`src/rtl/jtcontra_rom_pkg.sv`:
```
// Shared types and constants for the Contra ROM-slot responder.
// Holds the FSM state and slot-id encodings, the latched fetch payload,
// the default SDRAM word offsets and a slot-id to one-hot helper.
package jtcontra_rom_pkg;

  localparam int unsigned SDRAM_AW = 22;
  localparam int unsigned SDRAM_DW = 16;
  localparam int unsigned BYTE_W   = 8;
  localparam int unsigned NSLOT    = 3;

  typedef enum logic [1:0] {
    ST_IDLE = 2'd0,
    ST_REQ  = 2'd1,
    ST_WAIT = 2'd2
  } state_e;

  typedef enum logic [1:0] {
    SLOT_MAIN = 2'd0,
    SLOT_SND  = 2'd1,
    SLOT_PCM  = 2'd2
  } slot_e;

  // One outstanding SDRAM read: which slot asked and the word address sent.
  typedef struct packed {
    slot_e               slot;
    logic [SDRAM_AW-1:0] addr;
  } fetch_t;

  localparam logic [SDRAM_AW-1:0] DEF_MAIN_OFFSET = 22'h00_0000;
  localparam logic [SDRAM_AW-1:0] DEF_SND_OFFSET  = 22'h01_0000;
  localparam logic [SDRAM_AW-1:0] DEF_PCM_OFFSET  = 22'h01_4000;

  // Slot id to per-slot strobe vector.
  function automatic logic [NSLOT-1:0] slot_onehot(input slot_e s);
    case (s)
      SLOT_MAIN: return 3'b001;
      SLOT_SND:  return 3'b010;
      SLOT_PCM:  return 3'b100;
      default:   return 3'b000;
    endcase
  endfunction

endpackage

```
`src/rtl/jtcontra_rom_slot.sv`:
```
// One ROM slot: a single-word cache with hit/miss detection and byte select.
// Ports:
//   clk, rst        clock, asynchronous active-high reset
//   addr_i, cs_i    initiator byte address and request
//   busy_i          a fetch for this slot is in flight (suppresses miss)
//   start_i         fetch launched for this slot: latch tag, drop valid
//   fill_i          fetched word arrives: store it and set valid
//   fill_data_i     fetched 16-bit word
//   data_o, ok_o    combinational byte and hit flag back to the initiator
//   miss_o          combinational miss request to the arbiter
module jtcontra_rom_slot
  import jtcontra_rom_pkg::*;
#(
  parameter int unsigned AW = 17
) (
  input  logic                clk,
  input  logic                rst,
  input  logic [AW-1:0]       addr_i,
  input  logic                cs_i,
  input  logic                busy_i,
  input  logic                start_i,
  input  logic                fill_i,
  input  logic [SDRAM_DW-1:0] fill_data_i,
  output logic [BYTE_W-1:0]   data_o,
  output logic                ok_o,
  output logic                miss_o
);

  localparam int unsigned TW = AW - 1;

  logic [TW-1:0]       tag_q, tag_d;
  logic                valid_q, valid_d;
  logic [SDRAM_DW-1:0] word_q, word_d;
  logic [TW-1:0]       waddr;
  logic                hit;

  assign waddr  = addr_i[AW-1:1];
  assign hit    = cs_i & valid_q & (tag_q == waddr);
  assign ok_o   = hit;
  assign miss_o = cs_i & ~hit & ~busy_i;
  assign data_o = addr_i[0] ? word_q[SDRAM_DW-1:BYTE_W] : word_q[BYTE_W-1:0];

  // The tag is captured at launch so a later address change cannot
  // mislabel the returning word.
  always_comb begin
    tag_d   = tag_q;
    valid_d = valid_q;
    word_d  = word_q;
    if (start_i) begin
      tag_d   = waddr;
      valid_d = 1'b0;
    end
    if (fill_i) begin
      word_d  = fill_data_i;
      valid_d = 1'b1;
    end
  end

  always_ff @(posedge clk or posedge rst) begin
    if (rst) begin
      tag_q   <= '0;
      valid_q <= 1'b0;
      word_q  <= '0;
    end else begin
      tag_q   <= tag_d;
      valid_q <= valid_d;
      word_q  <= word_d;
    end
  end

endmodule

```
`src/rtl/jtcontra_rom_resp.sv`:
```
// ROM-slot responder: serves the main CPU, sound CPU and ADPCM ROM ports
// from per-slot one-word caches and arbitrates misses (main > snd > pcm)
// into a single SDRAM read port with one fetch outstanding.
// Ports:
//   clk, rst                            clock, asynchronous active-high reset
//   main_/snd_/pcm_ addr, cs            slot requests
//   main_/snd_/pcm_ data, ok            combinational byte and data-valid
//   sdram_addr, sdram_req               registered SDRAM word address/request
//   sdram_ack, data_rdy, data_read      SDRAM controller handshake and data
module jtcontra_rom_resp
  import jtcontra_rom_pkg::*;
#(
  parameter int unsigned         MAIN_AW    = 17,
  parameter int unsigned         SND_AW     = 15,
  parameter int unsigned         PCM_AW     = 17,
  parameter logic [SDRAM_AW-1:0] SND_OFFSET = DEF_SND_OFFSET,
  parameter logic [SDRAM_AW-1:0] PCM_OFFSET = DEF_PCM_OFFSET
) (
  input  logic                clk,
  input  logic                rst,
  input  logic [MAIN_AW-1:0]  main_addr,
  input  logic                main_cs,
  output logic [BYTE_W-1:0]   main_data,
  output logic                main_ok,
  input  logic [SND_AW-1:0]   snd_addr,
  input  logic                snd_cs,
  output logic [BYTE_W-1:0]   snd_data,
  output logic                snd_ok,
  input  logic [PCM_AW-1:0]   pcm_addr,
  input  logic                pcm_cs,
  output logic [BYTE_W-1:0]   pcm_data,
  output logic                pcm_ok,
  output logic [SDRAM_AW-1:0] sdram_addr,
  output logic                sdram_req,
  input  logic                sdram_ack,
  input  logic                data_rdy,
  input  logic [SDRAM_DW-1:0] data_read
);

  state_e              state_q, state_d;
  fetch_t              fetch_q, fetch_d;
  logic                req_q, req_d;
  logic [NSLOT-1:0]    miss, start, fill, busy;
  logic [SDRAM_AW-1:0] main_wa, snd_wa, pcm_wa;

  // Word addresses are zero-extended before the offset; the sum wraps.
  assign main_wa = SDRAM_AW'(main_addr[MAIN_AW-1:1]) + DEF_MAIN_OFFSET;
  assign snd_wa  = SDRAM_AW'(snd_addr[SND_AW-1:1])   + SND_OFFSET;
  assign pcm_wa  = SDRAM_AW'(pcm_addr[PCM_AW-1:1])   + PCM_OFFSET;

  assign busy = (state_q != ST_IDLE) ? slot_onehot(fetch_q.slot) : '0;

  jtcontra_rom_slot #(.AW(MAIN_AW)) u_main (
    .clk         (clk),
    .rst         (rst),
    .addr_i      (main_addr),
    .cs_i        (main_cs),
    .busy_i      (busy[0]),
    .start_i     (start[0]),
    .fill_i      (fill[0]),
    .fill_data_i (data_read),
    .data_o      (main_data),
    .ok_o        (main_ok),
    .miss_o      (miss[0])
  );

  jtcontra_rom_slot #(.AW(SND_AW)) u_snd (
    .clk         (clk),
    .rst         (rst),
    .addr_i      (snd_addr),
    .cs_i        (snd_cs),
    .busy_i      (busy[1]),
    .start_i     (start[1]),
    .fill_i      (fill[1]),
    .fill_data_i (data_read),
    .data_o      (snd_data),
    .ok_o        (snd_ok),
    .miss_o      (miss[1])
  );

  jtcontra_rom_slot #(.AW(PCM_AW)) u_pcm (
    .clk         (clk),
    .rst         (rst),
    .addr_i      (pcm_addr),
    .cs_i        (pcm_cs),
    .busy_i      (busy[2]),
    .start_i     (start[2]),
    .fill_i      (fill[2]),
    .fill_data_i (data_read),
    .data_o      (pcm_data),
    .ok_o        (pcm_ok),
    .miss_o      (miss[2])
  );

  // Arbiter and fetch sequencer. data_rdy is only honoured once the
  // request has been acknowledged, including ack and data in one cycle.
  always_comb begin
    state_d = state_q;
    fetch_d = fetch_q;
    start   = '0;
    fill    = '0;
    case (state_q)
      ST_IDLE: begin
        if (|miss) begin
          state_d = ST_REQ;
          if (miss[0])      fetch_d = '{slot: SLOT_MAIN, addr: main_wa};
          else if (miss[1]) fetch_d = '{slot: SLOT_SND,  addr: snd_wa};
          else              fetch_d = '{slot: SLOT_PCM,  addr: pcm_wa};
          start = slot_onehot(fetch_d.slot);
        end
      end
      ST_REQ: begin
        if (sdram_ack) begin
          if (data_rdy) begin
            fill    = slot_onehot(fetch_q.slot);
            state_d = ST_IDLE;
          end else begin
            state_d = ST_WAIT;
          end
        end
      end
      ST_WAIT: begin
        if (data_rdy) begin
          fill    = slot_onehot(fetch_q.slot);
          state_d = ST_IDLE;
        end
      end
      default: state_d = ST_IDLE;
    endcase
    req_d = (state_d == ST_REQ);
  end

  always_ff @(posedge clk or posedge rst) begin
    if (rst) begin
      state_q <= ST_IDLE;
      fetch_q <= '0;
      req_q   <= 1'b0;
    end else begin
      state_q <= state_d;
      fetch_q <= fetch_d;
      req_q   <= req_d;
    end
  end

  assign sdram_req  = req_q;
  assign sdram_addr = fetch_q.addr;

endmodule
```
`config.mk`:
```
export PLATFORM = sky130hd
export DESIGN_NAME = jtcontra_rom_resp
export DESIGN_NICKNAME = d
export VERILOG_FILES = /design/src/rtl/jtcontra_rom_pkg.sv /design/src/rtl/jtcontra_rom_slot.sv /design/src/rtl/jtcontra_rom_resp.sv
export SDC_FILE = /design/constraint.sdc
export NUM_CORES = 1
export LEC_CHECK = 0
export CAP_MARGIN = 20
export CORE_MARGIN = 4
export CORE_UTILIZATION = 55
export CTS_BUF_LIST = sky130_fd_sc_hd__clkbuf_2
export DETAILED_ROUTE_END_ITERATION = 16
export PLACE_DENSITY = 0.82
export SYNTH_ARGS = -nofsm -noshare
export SYNTH_HDL_FRONTEND = slang
export SYNTH_SLANG_ARGS = --single-unit
```
`constraint.sdc`:
```
create_clock -name clk -period 8.7 [get_ports clk]
set_input_delay 0.87 -clock clk [delete_from_list [all_inputs] [get_ports clk]]
set_output_delay 0.87 -clock clk [all_outputs]
set_load 0.03 [all_outputs]
```
======== Word-level counts from Yosys, hierarchy flattened ========
Cells that the tools add are included.
storage, ports and cells
  flip-flop bits (word level) ............. 124
  input port bits ......................... 72
  output and inout bits ................... 50
  word-level logic and storage cells ...... 78
operators by class
  add/sub/neg operators ................... 2
  eq/ne operators ......................... 10
  multiplexer cells ....................... 26
  bitwise operators ....................... 18
  reduce and logical (&&, ||, !) cells .... 9
operator list
  operator                                         count
  two-way mux 24 bit                               4
  == test 16 bit                                   2
  two-way mux 8 bit                                3
  adder 14 x 17 -> 18 bit (second input constant)  1
  adder 16 x 17 -> 18 bit (second input constant)  1
  case mux 3 bit (3 select lines)                  2
  two-way mux 3 bit                                5
  == test 14 bit                                   1
  AND 1 bit                                        12
  == test 2 x 1 -> 1 bit (second input constant)   4
  two-way mux 2 bit                                4
  nonzero test 2 bit                               4
  == test 2 bit (second input constant)            3
  logical NOT 2 bit                                3
  two-way mux 1 bit                                6
  NOT 1 bit                                        6
  case mux 2 bit (3 select lines)                  1
  case mux 3 bit (2 select lines)                  1
  OR reduction 3 bit                               1
  AND reduction 2 bit                              1

======== Logic depth before layout (Yosys ltp) ========
  word-level depth ........................ 15
  gate-level depth with buffers ........... 12
  depth with buffers taken out ............ 9

======== Hierarchy ========
Synthesis repeated with hierarchy kept, for this count alone.
second synthesis, totals
  cell total of the unflattened synthesis .. 471
  area total of the unflattened synthesis .. 6,034.5 µm²
modules (own cells, without submodules)
  module                          times used  cells each  area an instance (µm²)  sequential area each (µm²)
  jtcontra_rom_slot (u_main ...)  2           106         1,507.7                 825.8
  jtcontra_rom_resp               1           161         1,609.0                 575.6
  jtcontra_rom_slot (u_snd)       1           98          1,410.1                 775.7

======== Least setup slack after synthesis ========
Ideal clock, no wire load.
  kind .................................... input port to flip-flop
  from .................................... in snd_addr[2]
  to ...................................... reg u_pcm.tag_q[0]
  setup time .............................. 0.125 ns
  arrival time ............................ 3.051 ns
  required time ........................... 8.575 ns
  path slack .............................. 5.524 ns
  cell stages on the path ................. 9
  buffers on the path ..................... 2
  cell sequence ........................... xor2_1 > or4_4 > nor4_4 > nor2_2 > nor2_1 > and3_1 > buf_6 > buf_12 > mux2_4
between the ends
  cells in the longest elaborated chain, start to end .. 13
  elaborated cells between the ends (all ways) .. 16
  classes of those cells .................. eq/ne (3); mux (7); bitwise (4); reduce/logical (2)
RTL lines
  what                                         RTL line                  text
  start, declared                              jtcontra_rom_resp.sv:25   input logic [SND_AW-1:0] snd_addr,
  == test 14 bit (*)                           jtcontra_rom_slot.sv:38   assign hit = cs_i & valid_q & (tag_q == waddr);
  AND 1 bit (*)                                jtcontra_rom_slot.sv:38
  via snd_ok                                   jtcontra_rom_resp.sv:28   output logic snd_ok,
  NOT 1 bit (*)                                jtcontra_rom_slot.sv:40   assign miss_o = cs_i & ~hit & ~busy_i;
  AND 1 bit (*) (2 in a row)                   jtcontra_rom_slot.sv:40
  two-way mux 24 bit                           jtcontra_rom_resp.sv:107  else if (miss[1]) fetch_d = '{slot: SLOT_SND, addr: snd_wa};
  two-way mux 24 bit                           jtcontra_rom_resp.sv:106  if (miss[0]) fetch_d = '{slot: SLOT_MAIN, addr: main_wa};
  two-way mux 24 bit                           jtcontra_rom_resp.sv:104  if (|miss) begin
  two-way mux 24 bit                           jtcontra_rom_resp.sv:102  case (state_q)
  == test 2 bit, or another cell as far along  jtcontra_rom_pkg.sv:35    case (s)
  case mux 3 bit (3 select lines)              jtcontra_rom_pkg.sv:35
  two-way mux 3 bit (*)                        jtcontra_rom_resp.sv:104
  two-way mux 3 bit (*)                        jtcontra_rom_resp.sv:102
  end signal, assigned                         jtcontra_rom_slot.sv:65   tag_q <= tag_d;
  end, declared                                jtcontra_rom_slot.sv:31   logic [TW-1:0] tag_q, tag_d;
Mark *: on every way through the listed nets, which the timed path passes. The rest lies on a longest branch. The select of a mux whose other input is x is not followed.
A chain may end at the register's enable or synchronous reset.

======== Final worst setup path ========
  from .................................... in snd_addr[2]
  to ...................................... out snd_ok
between the ends
  cells in the longest elaborated chain, start to end .. 2
RTL lines
  what            RTL line
  == test 14 bit  jtcontra_rom_slot.sv:38
  AND 1 bit       jtcontra_rom_slot.sv:38
  end, declared   jtcontra_rom_resp.sv:28
No other way between the ends.

==> flow_metrics.tcl <==
set metrics [dict create \
    outcome "finished, final reports clean" \
    postRouteAntennaNets 0 \
    max_cap_violations 0 \
    power_w 0.00249 \
    final-hold-violation-count 0 \
    cts_setup_buffers 0 \
    cp_common_cell "clkdlybuf4s50_1" \
    postPlaceCellArea_sq_um 7180 \
    setup_viol 0 \
    crit_arrival_ps 3140 \
    min_path_cells 2 \
    drive_gt1_share_pct 30.3 \
    dieArea_sq_um 12800 \
    grt-ovfl-total 0 \
    synth_seq_area_share_pct 49.6 \
    synth_top_area_share_pct 49.6 \
    fmax_mhz 249 \
    clockBufferDepth 2 \
    die_w_um 113 \
    grtUsageTotal_pct 22.1 \
    clock_power_share_pct 14.6 \
    hp-start "sdram_addr[9]" \
    switching_share_pct 37.1 \
    cp_top_family "buffers and inverters" \
    initial_utilization_pct 56.1 \
    tritoncts "done" \
    power.switching_w 0.000922 \
    p_leak_nw 3.20 \
    cp.required_ps 7830 \
    dp_hpwl_um 9960 \
    grt_pass1_vias 4175 \
    power_density_nw_per_um2 335 \
    ys_warn_count 0 \
    period_share_pct 46.1 \
    pwr-share-seq_pct 39.0 \
    slew_viol_final 0 \
    cts_root_buffer "clkbuf_2" \
    cts-resized-gates 0 \
    maxSlewHeadroom_pct 25.8 \
    clock_sinks 120 \
    period_needed_ps 4010 \
    slowest_delay_ps 740 \
    drtIter0Drc 179 \
    r2r-end "u_pcm.tag_q[9]" \
    final_common_cell "dfrtp_1" \
    syn2layout_area_growth_pct 22.5 \
    worstMarginPinSlew_ps 1110 \
    final_cell_mix "dfrtp_1 (120), clkdlybuf4s50_1 (117), mux2_2 (110)" \
    ys_types 40 \
    cts.clk_slew.worst_paths_ps 150 \
    drt_first_pass_iters 4 \
    row_count 38 \
    crit_buf_inv 2 \
    final_util_pct 68.8 \
    fin_setup_tns_ps 0 \
    core_area_sq_um 10800 \
    design_area_sq_um 7420 \
    die_y_um 113 \
    final_nets 644 \
    antenna_cells 0 \
    ys_seq_elements 120 \
    grt_pass1_wl_um 21800 \
    synth_edf_count 0 \
    combPwrFrac_pct 46.3 \
    end_kind "output port" \
    crit_slowest_cell "clkdlybuf4s50_1" \
    worst_clock_skew_ps 34.8 \
    synth_area_per_cell_sq_um 13.1 \
    grt_max_degree 70 \
    cts_buffers 17 \
    intPower_w 0.00156 \
    rsz0062_at_grt "no" \
    antenna_found_initial 0 \
    worst-setup-path-type "input pin to output port" \
    r2r-start "u_main.tag_q[8]" \
    io_buffers 117 \
    hold_end "sdram_addr[9]" \
    wl_per_cell_um 18.6 \
    vias 3848 \
    ios 122 \
    syn_inst 463 \
    clkLatencyLatePin_ps 670 \
    start_kind "input pin" \
    drc_errors 0 \
    vias_per_cell 5.36 \
    ff2ff_setup_slack_ps 5560 \
    gp_congestion 0.803 \
    synthArstFlopShare_pct 100 \
    syn_area_sq_um 6060 \
    min_path_type "flop to flop" \
    yosys-top-cells-area "dfrtp_1 (50%), mux2_2 (20%), mux2_4 (5.5%)" \
    critPathMaxFanout 3 \
    ir_worst_vdd_mv 0.186 \
    reg2reg_depth 8 \
    h-tree-depth 4 \
    crit_chain "clkdlybuf4s50_1 -> xor2_1 -> or4_4 -> nor4_4 -> clkdlybuf4s50_1" \
    cts_hold_buffers 0 \
    totalWireLength_um 13300 \
    yosysTopAreaCell "dfrtp_1" \
    ys.flop_type "dfrtp_1" \
    holdWs_ps 495 \
]
worst max-delay path by stage:
stage | from | endpoint | cells after the start
floorplan | rst | fetch_q[22] | 1
global placement | main_addr[9] | u_pcm.tag_q[11] | 9
detailed placement | main_addr[9] | u_pcm.tag_q[9] | 9
CTS | snd_addr[2] | snd_ok | 5
global route | snd_addr[2] | snd_ok | 5
finish | snd_addr[2] | snd_ok | 5
synthesized netlist by cell type, drive strengths merged, types with 2 or more instances:
| master | n |
|---|---|
| nor3 | 4 |
| nor2 | 6 |
| dfrtp | 120 |
| xnor2 | 28 |
| o31a | 2 |
| a21oi | 3 |
| and2 | 2 |
| nor3b | 2 |
| clkbuf | 8 |
| mux2i | 14 |
| inv | 7 |
| buf | 34 |
| nand4 | 6 |
| o22ai | 2 |
| o21ai | 19 |
| nand3 | 3 |
| a21o | 5 |
| nor4 | 5 |
| ha | 5 |
| nand2 | 27 |
| mux2 | 132 |
| o31ai | 2 |
| xor2 | 18 |
through the flow:
stage | worst slack, ps | std cells
floorplan | 4640 | 466
global placement | 4710 | 688
detailed placement | 4590 | 688
CTS | 4670 | 718
global route | 4590 | 718
finish | 4690 | 718
kinds of logic after synthesis:
kind of cell	count (synthesis)	share of synthesized area [%]
DFF	120	49.6
other	1	0.0619
buffers and inverters	49	5.58
AOI/OAI and AO/OA	36	3.63
and+or+nand+nor	60	5.29
muxes	146	28.2
xor gates and xnor gates	46	6.65
adders and majority gates	5	1.03
power by group through the flow:
stage | sequential, W | combinational [W] | clock (W)
final | 0.000971 | 0.00115 | 0.000364
after global routing | 0.00100 | 0.00124 | 0.000403
after CTS | 0.000971 | 0.00116 | 0.000372
after detailed placement | 0.000983 | 0.00116 | 0
after global placement | 0.000966 | 0.00113 | 0
after floorplan | 0.000941 | 0.000895 | 0
routing by layer:
layer	part of all wire [%]	up-vias	GRT usage, %
li1	-	1810	-
met3	6.2	24	7.75
met5	0	-	0
met2	48	106	35.2
met1	43	1908	27.9
met4	2.8	0	8.41
sequential cells by signal (all words and copies together), names as in the netlist, 2 cells and up:
name and count:
u_snd.word_q 16, sdram_addr 18, state_q 2, fetch_q 2, u_main.word_q 16, u_pcm.tag_q 16
u_pcm.word_q 16, u_snd.tag_q 14, u_main.tag_q 16
worst register-to-register path, cell delays in order (launching register included):
cell and delay [ps]:
dfrtp_1 420, xor2_1 140, nor4_1 350, nand4_1 190, o31a_1 320, buf_4 260
nor2_1 170, and3_1 800, mux2_2 420
area by class of cell:
type / instances / area (sq um)
Fill cell: 806 / 3370
Inverter: 7 / 28.8
Clock inverter: 13 / 158
Multi-Input combinational cell: 297 / 2750
Timing Repair Buffer: 124 / 1220
Clock buffer: 17 / 85.1
Tap cell: 140 / 175
Sequential cell: 120 / 3000
Power figures use the tool's default switching activity.
